==> src/rtl/debouncer_bank.sv <==
// Bank of independent debouncers: 2-flop synchroniser, saturating stability counter, edge pulses.
// Optional sticky per-channel event flags are built only when DEBOUNCER_BANK_EVENTS_EN is defined.
module debouncer_bank #(
  parameter int                  CHANNELS  = 8,
  parameter int                  CNT_WIDTH = 20,
  parameter logic [CHANNELS-1:0] RESET_VAL = {CHANNELS{1'b0}}
) (
  input  logic                 clk,
  input  logic                 rst,
  input  logic [CHANNELS-1:0]  in_signal,
  input  logic [CNT_WIDTH-1:0] threshold,
  output logic [CHANNELS-1:0]  out_signal,
  output logic [CHANNELS-1:0]  rise_pulse,
  output logic [CHANNELS-1:0]  fall_pulse,
  output logic                 any_change,
  output logic [CHANNELS-1:0]  events,
  input  logic [CHANNELS-1:0]  events_clr
);

  // Threshold of 0 behaves as 1, so the flip limit is never below zero.
  logic [CNT_WIDTH-1:0] thr_m1;
  assign thr_m1 = (threshold == '0) ? '0 : threshold - {{(CNT_WIDTH-1){1'b0}}, 1'b1};

  logic [CHANNELS-1:0] flip;
  logic                any_change_reg;

  genvar gi;
  generate
    for (gi = 0; gi < CHANNELS; gi++) begin : gen_ch
      logic                 meta_reg;
      logic                 sync_reg;
      logic                 out_reg;
      logic                 rise_reg;
      logic                 fall_reg;
      logic [CNT_WIDTH-1:0] cnt_reg;
      logic                 differ;

      assign differ   = sync_reg ^ out_reg;
      assign flip[gi] = differ && (cnt_reg >= thr_m1);

      always_ff @(posedge clk or posedge rst) begin
        if (rst) begin
          meta_reg <= RESET_VAL[gi];
          sync_reg <= RESET_VAL[gi];
          out_reg  <= RESET_VAL[gi];
          cnt_reg  <= '0;
          rise_reg <= 1'b0;
          fall_reg <= 1'b0;
        end else begin
          meta_reg <= in_signal[gi];
          sync_reg <= meta_reg;
          rise_reg <= flip[gi] & ~out_reg;
          fall_reg <= flip[gi] & out_reg;
          if (flip[gi]) begin
            out_reg <= ~out_reg;
            cnt_reg <= '0;
          end else if (!differ) begin
            cnt_reg <= '0;
          end else if (cnt_reg != '1) begin
            cnt_reg <= cnt_reg + {{(CNT_WIDTH-1){1'b0}}, 1'b1};
          end
        end
      end

      assign out_signal[gi] = out_reg;
      assign rise_pulse[gi] = rise_reg;
      assign fall_pulse[gi] = fall_reg;
    end
  endgenerate

  always_ff @(posedge clk or posedge rst) begin
    if (rst) any_change_reg <= 1'b0;
    else     any_change_reg <= |flip;
  end
  assign any_change = any_change_reg;

`ifdef DEBOUNCER_BANK_EVENTS_EN
  logic [CHANNELS-1:0] events_reg;

  // A new pulse takes priority over a clear strobe in the same cycle.
  always_ff @(posedge clk or posedge rst) begin
    if (rst) events_reg <= '0;
    else     events_reg <= (events_reg & ~events_clr) | rise_pulse | fall_pulse;
  end
  assign events = events_reg;
`else
  logic unused_events_clr;
  assign unused_events_clr = ^events_clr;
  assign events = '0;
`endif

endmodule

==> config.mk <==
export PLATFORM = sky130hd
export DESIGN_NAME = debouncer_bank
export DESIGN_NICKNAME = d
export VERILOG_FILES = /design/src/rtl/debouncer_bank.sv
export SDC_FILE = /design/constraint.sdc
export NUM_CORES = 1
export LEC_CHECK = 0
export ABC_AREA = 1
export CAP_MARGIN = 20
export CORE_MARGIN = 3
export CORE_UTILIZATION = 50
export CTS_BUF_LIST = sky130_fd_sc_hd__clkbuf_4
export DETAILED_ROUTE_END_ITERATION = 6
export GPL_ROUTABILITY_DRIVEN = 0
export PLACE_DENSITY = 0.78
export SLEW_MARGIN = 20
export SYNTH_ARGS = -nofsm -noshare
export SYNTH_HDL_FRONTEND = slang
export SYNTH_SLANG_ARGS = --single-unit
==> constraint.sdc <==
create_clock -name clk -period 20.4 [get_ports clk]
set_input_delay 4.08 -clock clk [delete_from_list [all_inputs] [get_ports clk]]
set_output_delay 4.08 -clock clk [all_outputs]
set_load 0.01 [all_outputs]
==> results.txt, run 1 <==
----------------------------------------------------
[Clocking]
  Number of buffers added by the clock tree synthesis step ... 57
  Count of hold buffers inserted by post-cts repair ... 0
  Cts repair resizes ... 0
  Clock root buffer ... clkbuf_4
  CTS Buffer Depth ... 3
  H-tree levels ... 2
  Sink count of the clock tree ... approximately 200
  Post-CTS Setup Repair Bufs ... 0
  TritonCTS clock tree ... done
  Clock latency on the worst-skew pair ... 0.73 ns
  Clock Pin Slew Worst Setup and Hold Paths ... roughly 0.070 ns

[Synth]
  Synthesized flop and latch total ... approximately 200
  Syn. warnings ... 0
  Share of synthesized flip-flops with an asynchronous set or reset ... 100%
  Gate count of the mapped netlist ... 2119
  Dominant synthesized flop cell ... dfrtp_1
  Post-synth EDFFs ... 0
  Fraction of the yosys area taken by sequential cells ... 32.8%
  Distinct cell type count of the synthesized netlist ... between 40 and 50
  Syn Area/Cell ... between 7 and 8 um^2
  Post-Synthesis Cell Area ... around 0.015 mm^2

[Timing]
  Measured slew at the worst slew-check pin ... a little under 1 ns
  Worst setup slack after layout ... 12.29 ns
  Worst-case clock skew ... approximately 0.038 ns
  Endpoints failing setup ... 0
  Final hold violations ... 0
  Slew Viols, Final ... 0
  Relative max-transition margin ... between 30% and 40%
  Period Utilization, post-route ... 39.8%
  Unrepaired setup endpoints after global routing ... false
  Accumulated negative setup slack ... 0 ns
  Highest clock frequency the design can meet ... roughly 120 MHz
  Min Tclk post-route ... between 8 and 9 ns

[Die]
  Number of ports placed on the die boundary ... just over 70
  Core area ... about 0.03 mm^2
  Overall die width ... 181 um
  Core Rows ... 63
  Initial Utilization ... between 50 and 60%
  Die outline height ... 181 um
  Area enclosed by the die boundary ... 0.0328 mm^2

[Critical path]
  Cell mode on critical path ... nand2_1
  Slowest CP cell ... nand3_1
  Critical path fanouts, max ... 20
  Delay of the slowest cell on the worst path ... between 0.9 and 1 ns
  Worst Path Buf+Inv ... 2
  Launching element type of the critical path ... input pin
  Endpoint required time on the critical path ... around 21 ns
  Category of the most critical setup path ... in -> reg
  Crit path max-delay family ... simple AND/OR/NAND/NOR gates
  Cell-by-cell listing of the critical path ... clkdlybuf4s50_1 > nor2_1 > nand2_1 > nor4_1 > nand3_1 > nand3_1 > ha_1 > nand2_1 > inv_1 > nand2_1 > nand2_1 > a21oi_1 > and2_1 > nand3_1 > nor3_1
  Endpoint kind of the worst setup timing path ... flop
  Data arrival time at the worst-slack endpoint ... 8.74 ns

[Placed design]
  Number of I/O port buffers ... 54
  Pre-CTS WS ... 11.69 ns
  Hpwl dp ... roughly 28 mm

[Power and ir drop]
  Static leakage ... 8.68 nW
  IR Drop Worst-Case VDD ... around 0.032 mV
  Total Power Consumption ... about 0.00088 W
  Power density cells ... 52.6 mW/mm^2

[Layout]
  Layout overhead on the synthesized area ... 9.40%
  Max reg flops ... between 150 and 200
  Post-layout net count ... 2394
  Commonest cells after routing, fill and taps aside ... nand2_1 (568), nor2_1 (290), inv_1 (252)
  Layout cell share with drive strength beyond 1 ... 7.63%
  Leading cell type in the layout, fill and taps excluded ... nand2_1

[Drt]
  Post-detailed-routing wire length ... 39.5 mm
  Antenna Nets Post-Route ... 0
  Routed vias ... ~14000
  DRC errors left ... 0
  Number of vias per cell ... about 5.4
  Initial detailed-routing violation count ... approximately 1100
  Routed length per instance ... ~15 um
  Detailed Routing Iterations Pass 1 ... 7

[Global route]
  Global Route Usage Sum ... ~24%
  Pin count of the biggest net entering global routing ... roughly 140
  Global-route wire length before repair ... around 66 mm
  Vias in the first global route ... roughly 14000
  GR Layer Usage met1 ... slightly above 30%
  Global-route met2 utilization ... roughly two fifths
  Number of antenna violations at the first check in global routing ... 1
  GRT busiest layer ... met2
  Overflow left after global routing ... 0
  Met3 demand-to-capacity share in global routing ... under 10%

[Flow run]
  Max-cap viol count ... 0

[Status]
  Result of the run ... finished clean

[Worst hold path]
  Type of the tightest min-delay check ... reg -> reg

----------------------------------------------------
[worst register-to-register path, cell delays in order (launching register included)]
cell     delay (ns)
dfrtp_1        0.48
ha_1           0.35
nand2_1        0.09
inv_1          0.04
nand2_1        0.06
nand2_1        0.05
a21oi_1        0.19
and2_1         0.18
nand3_1        0.56
nor3_1         0.34
[stage by stage]
| stage | util (%) | cells | cell area, um^2 | hold slack (ns) |
|---|---|---|---|---|
| after detailed placement | 53.6 | 2518 | 16000 | 0.335 |
| after global placement | 53.6 | 2518 | 16000 | 0.333 |
| after global routing | 56.1 | 2621 | 16800 | 0.352 |
| final | 56.1 | 2621 | 16800 | 0.342 |
| after floorplan | - | 2126 | 15300 | 0.331 |
| after CTS | 56.1 | 2619 | 16700 | 0.344 |
[cell families (layout without fill, tap and decap cells)]
| group | count (synthesis) | in the layout | share of synthesized area, % |
|---|---|---|---|
| flops | 201 | 201 | 32.8 |
| simple gates | 1174 | 1174 | 33.9 |
| other cells | 1 | 10 | 0.0245 |
| compound gates | 195 | 195 | 6.90 |
| buf+inv | 312 | 415 | 8.74 |
| fa+ha+maj | 169 | 169 | 13.8 |
| xor+xnor | 67 | 67 | 3.83 |
[layer usage]
metal / share of wire (%) / up-vias / wire length [um]
met4: 4.4 / 0 / 1750
met3: 7.0 / 122 / 2770
met5: 0 / - / 0
met1: 43 / 6609 / 17000
li1: - / 6996 / -
met2: 45 / 468 / 17900
[worst paths after layout]
| kind | startpoint | to | slack [ns] | depth (start not counted) |
|---|---|---|---|---|
| min in group asynchronous | rst | gen_ch[6].meta_reg | 3.97 | 2 |
| max in group asynchronous | rst | gen_ch[7].cnt_reg[12] | 15.09 | 3 |
| worst min-delay path | gen_ch[7].meta_reg | gen_ch[7].sync_reg | 0.34 | 0 |
| worst min register to register | gen_ch[7].meta_reg | gen_ch[7].sync_reg | 0.34 | 0 |
| worst max-delay path | threshold[13] | gen_ch[5].cnt_reg[18] | 12.29 | 15 |
| worst max register to register | gen_ch[5].cnt_reg[19] | gen_ch[5].cnt_reg[18] | 17.96 | 9 |
[cells in the mapped netlist, types with 7 or more instances]
| cell type | count | area share, % |
|---|---|---|
| o21ai_0 | 46 | 1.5 |
| nor2_1 | 290 | 7.1 |
| buf_2 | 16 | 0.52 |
| nand3b_1 | 16 | 0.78 |
| a21o_1 | 10 | 0.49 |
| nor3_1 | 31 | 1.0 |
| inv_1 | 253 | 6.2 |
| nand2_1 | 568 | 14 |
| nand3_2 | 7 | 0.46 |
| o21ai_1 | 20 | 0.65 |
| ha_1 | 169 | 14 |
| xor2_1 | 57 | 3.3 |
| nand2_2 | 7 | 0.29 |
| o21bai_1 | 7 | 0.34 |
| buf_4 | 33 | 1.6 |
| a21oi_1 | 98 | 3.2 |
| nand3_1 | 128 | 4.2 |
| nor2_4 | 10 | 0.74 |
| nor4_1 | 10 | 0.41 |
| dfrtp_1 | 201 | 33 |
| nand4_1 | 56 | 2.3 |
| nor2_2 | 16 | 0.65 |
| or2_2 | 15 | 0.61 |
| xnor2_1 | 10 | 0.57 |
[layout make-up]
| class | instances | area [um^2] |
|---|---|---|
| antenna | 2 | 5.00 |
| clock buffer | 85 | 638 |
| clock inverter | 16 | 88.8 |
| fill | 2768 | 13100 |
| inverter | 258 | 977 |
| multi-input combinational | 1613 | 8970 |
| sequential | 201 | 5030 |
| tap | 390 | 488 |
| timing repair buffer | 56 | 556 |
[power breakdown]
part	total, W	internal (W)	switching, W
Combinational	0.0000885	0.0000278	0.0000607
Sequential	0.000410	0.000404	0.00000581
Clock	0.000383	0.000201	0.000182
Power figures use the tool's default switching activity.
==> run 2, diff against run 1 <==
clock period = 7.6 ns   (was 20.4 ns; I/O delays follow)
==> run 2 against run 1 <==
  * Clock power rose to 2.5 times the previous value
  * First-iteration DRC count increased by 26%
  * Largest power group unchanged
  * Combinational power rose to 2.7 times the previous value
  * Sequential power grew to 2.7 times the previous value
  * Die area stayed put
  * Wire length grew 0.53%
  * Critical endpoint is now gen_ch[4].cnt_reg[18]
  * Total power rose to 2.6 times the previous value
  * Critical path type unchanged
  * Highest routed layer is now met5
  * Core utilization decreased by 0.22 points
  * Clock skew increased by 0.0059 ns
==> results.txt, run 2 (same netlist as run 1, synthesis figures left out) <==
----------------------------------------------------
[Global route]
  Vias in the first global route ... 13800 (about the same)
  Overflow left after global routing ... 0 (unchanged)
  Number of antenna violations at the first check in global routing ... 2 (was 1)
  Pin count of the biggest net entering global routing ... 136 (was 143)
  Global Route Usage Sum ... 24.2% (about the same)
  Global-route wire length before repair ... 66.1 mm (was 65.9 mm)

[Layout]
  Post-layout util ... 55.9% (was 56.1%)
  Commonest cells after routing, fill and taps aside ... nand2_1 (568), nor2_1 (290), inv_1 (252) (unchanged)
  Leading cell type in the layout, fill and taps excluded ... nand2_1 (unchanged)
  Layout cell share with drive strength beyond 1 ... 7.30% (was 7.63%)
  Final standard cell area without fillers ... 0.0167 mm^2 (was 0.0168 mm^2)
  Max reg flops ... 160 (unchanged)
  Post-layout net count ... 2393 (was 2394)
  Layout overhead on the synthesized area ... 8.98% (was 9.40%)

[Critical path]
  Cell-by-cell listing of the critical path ... clkdlybuf4s50_1 > nor2_1 > nand2_1 > nor4_1 > nand3_1 > nand3_1 > ha_1 > nand2_1 > nand2_1 > nand2_1 > nand2_1 > a21oi_1 > and2_1 > nand3_1 > nor3_1 (was clkdlybuf4s50_1 > nor2_1 > nand2_1 > nor4_1 > nand3_1 > nand3_1 > ha_1 > nand2_1 > inv_1 > nand2_1 > nand2_1 > a21oi_1 > and2_1 > nand3_1 > nor3_1)
  Data arrival time at the worst-slack endpoint ... 6.13 ns (was 8.74 ns)
  Endpoint required time on the critical path ... 8.19 ns (was 21.02 ns)
  Cell mode on critical path ... nand2_1 (unchanged)
  Crit path max-delay family ... simple AND/OR/NAND/NOR gates (unchanged)
  Critical path fanouts, max ... 20 (unchanged)
  Slowest CP cell ... nand3_1 (unchanged)
  Endpoint kind of the worst setup timing path ... flop (unchanged)
  Reg-to-reg slack, setup ... 5.13 ns (was 17.96 ns)
  Delay of the slowest cell on the worst path ... 0.93 ns (was 0.91 ns)
  Launching element type of the critical path ... input pin (unchanged)
  Category of the most critical setup path ... in -> reg (unchanged)
  Worst Path Buf+Inv ... 1 (was 2)

[Drt]
  Routed vias ... 14200 (about the same)
  Highest routing layer actually used ... met5 (was met4)
  DRC errors left ... 0 (unchanged)
  Post-detailed-routing wire length ... 39.7 mm (was 39.5 mm)
  Antenna Nets Post-Route ... 0 (unchanged)
  Met1 routed wirelength after detailed routing ... 17.2 mm (was 17.0 mm)
  Routed met2 length ... 18.2 mm (was 17.9 mm)
  Detailed Routing Iterations Pass 1 ... 6 (was 7)
  Initial detailed-routing violation count ... 1437 (was 1139)
  Number of vias per cell ... 5.42 (about the same)
  Routed met3 length ... 2.81 mm (was 2.77 mm)
  Routed length per instance ... 15.2 um (was 15.1 um)

[Placed design]
  Hpwl dp ... 27.7 mm (was 27.9 mm)
  Number of I/O port buffers ... 54 (unchanged)
  Area of placed instances ... 0.0160 mm^2 (unchanged)
  Pre-CTS WS ... 1.47 ns (was 11.69 ns)

[Clocking]
  Clock root buffer ... clkbuf_4 (unchanged)
  TritonCTS clock tree ... done (unchanged)
  Post-CTS Setup Repair Bufs ... 0 (unchanged)
  Count of hold buffers inserted by post-cts repair ... 0 (unchanged)
  Clock Pin Slew Worst Setup and Hold Paths ... 0.07 ns (about the same)
  CTS Buffer Depth ... 3 (unchanged)
  Clock latency on the worst-skew pair ... 0.73 ns (about the same)
  H-tree levels ... 2 (unchanged)
  Cts repair resizes ... 0 (unchanged)
  Number of buffers added by the clock tree synthesis step ... 56 (was 57)
  Sink count of the clock tree ... 201 (unchanged)

[Die]
  Number of ports placed on the die boundary ... 71 (unchanged)
  Core Rows ... 63 (unchanged)
  Die outline height ... 181 um (unchanged)
  Overall die width ... 181 um (unchanged)
  Area enclosed by the die boundary ... 0.0328 mm^2 (unchanged)
  Initial Utilization ... 51.3% (unchanged)
  Core area ... 0.0299 mm^2 (unchanged)

[Timing]
  Slew Viols, Final ... 0 (unchanged)
  Period Utilization, post-route ... 72.9%
  WHS ... 0.336 ns (was 0.342 ns)
  Min Tclk post-route ... between 5 and 6 ns
  Unrepaired setup endpoints after global routing ... false (unchanged)
  Final hold violations ... 0 (unchanged)
  Endpoints failing setup ... 0 (unchanged)
  Worst-case clock skew ... 0.0440 ns (was 0.0381 ns)
  Worst setup slack after layout ... 2.06 ns (was 12.29 ns)
  Accumulated negative setup slack ... 0 ns (unchanged)
  Relative max-transition margin ... 32.0% (was 33.9%)
  Measured slew at the worst slew-check pin ... 1.02 ns (was 0.992 ns)
  Highest clock frequency the design can meet ... between 150 and 200 MHz

[Status]
  Result of the run ... finished clean (unchanged)

[Worst hold path]
  Type of the tightest min-delay check ... reg -> reg (unchanged)

[Power and ir drop]
  IR Drop Worst-Case VDD ... 0.115 mV (was 0.0324 mV)
  Static leakage ... 8.64 nW (was 8.68 nW)
  Power density cells ... 139 mW/mm^2 (was 52.6 mW/mm^2)

[Flow run]
  Max-cap viol count ... 0 (unchanged)

----------------------------------------------------
==> run 2: cell types whose count changed in the layout (fill, tap and decap cells not counted) <==
cell / change
clkbuf_4: -6
clkinv_1: -2
clkinv_2: -2
diode_2: -1
==> run 2: per-stage QoR <==
| step | total power, W | instances |
|---|---|---|
| CTS | 0.00234 | 2609 |
| global placement | 0.00134 | 2518 |
| finish | 0.00231 | 2610 |
| floorplan | 0.00127 | 2126 |
| global route | 0.00243 | 2610 |
| detailed placement | 0.00136 | 2518 |
==> run 2: path summary, 6_finish.rpt <==
check,from,to,depth (start not counted)
min in group asynchronous,rst,gen_ch[5].cnt_reg[8],2
max in group asynchronous,rst,gen_ch[2].cnt_reg[0],3
hold / removal,gen_ch[3].meta_reg,gen_ch[3].sync_reg,0
setup / recovery,threshold[13],gen_ch[4].cnt_reg[18],15
setup reg to reg,gen_ch[0].cnt_reg[1],gen_ch[0].cnt_reg[14],9
hold reg to reg,gen_ch[3].meta_reg,gen_ch[3].sync_reg,0
==> run 2: where the power goes <==
part / internal [W] / leakage, nW / switching, W
Sequential: 0.00108 / 2.75 / 0.0000155
Combinational: 0.0000747 / 5.49 / 0.000164
Clock: 0.000503 / 0.395 / 0.000471
==> run 2: cell type report <==
class / instances / area, um^2
inverters: 258 / 977
multi-input cells: 1613 / 8970
clock buffers: 79 / 593
clock inverters: 12 / 71.3
flip-flops and latches: 201 / 5030
repair buffers: 56 / 556
well taps: 390 / 488
diodes: 1 / 2.50
fillers: 2779 / 13200
==> run 2: metal layers <==
metal  GRT usage, %  up-vias
met5              0        -
met4           9.20        2
met3           4.95      118
met2           39.9      477
met1           31.5     6583
li1               -     6975
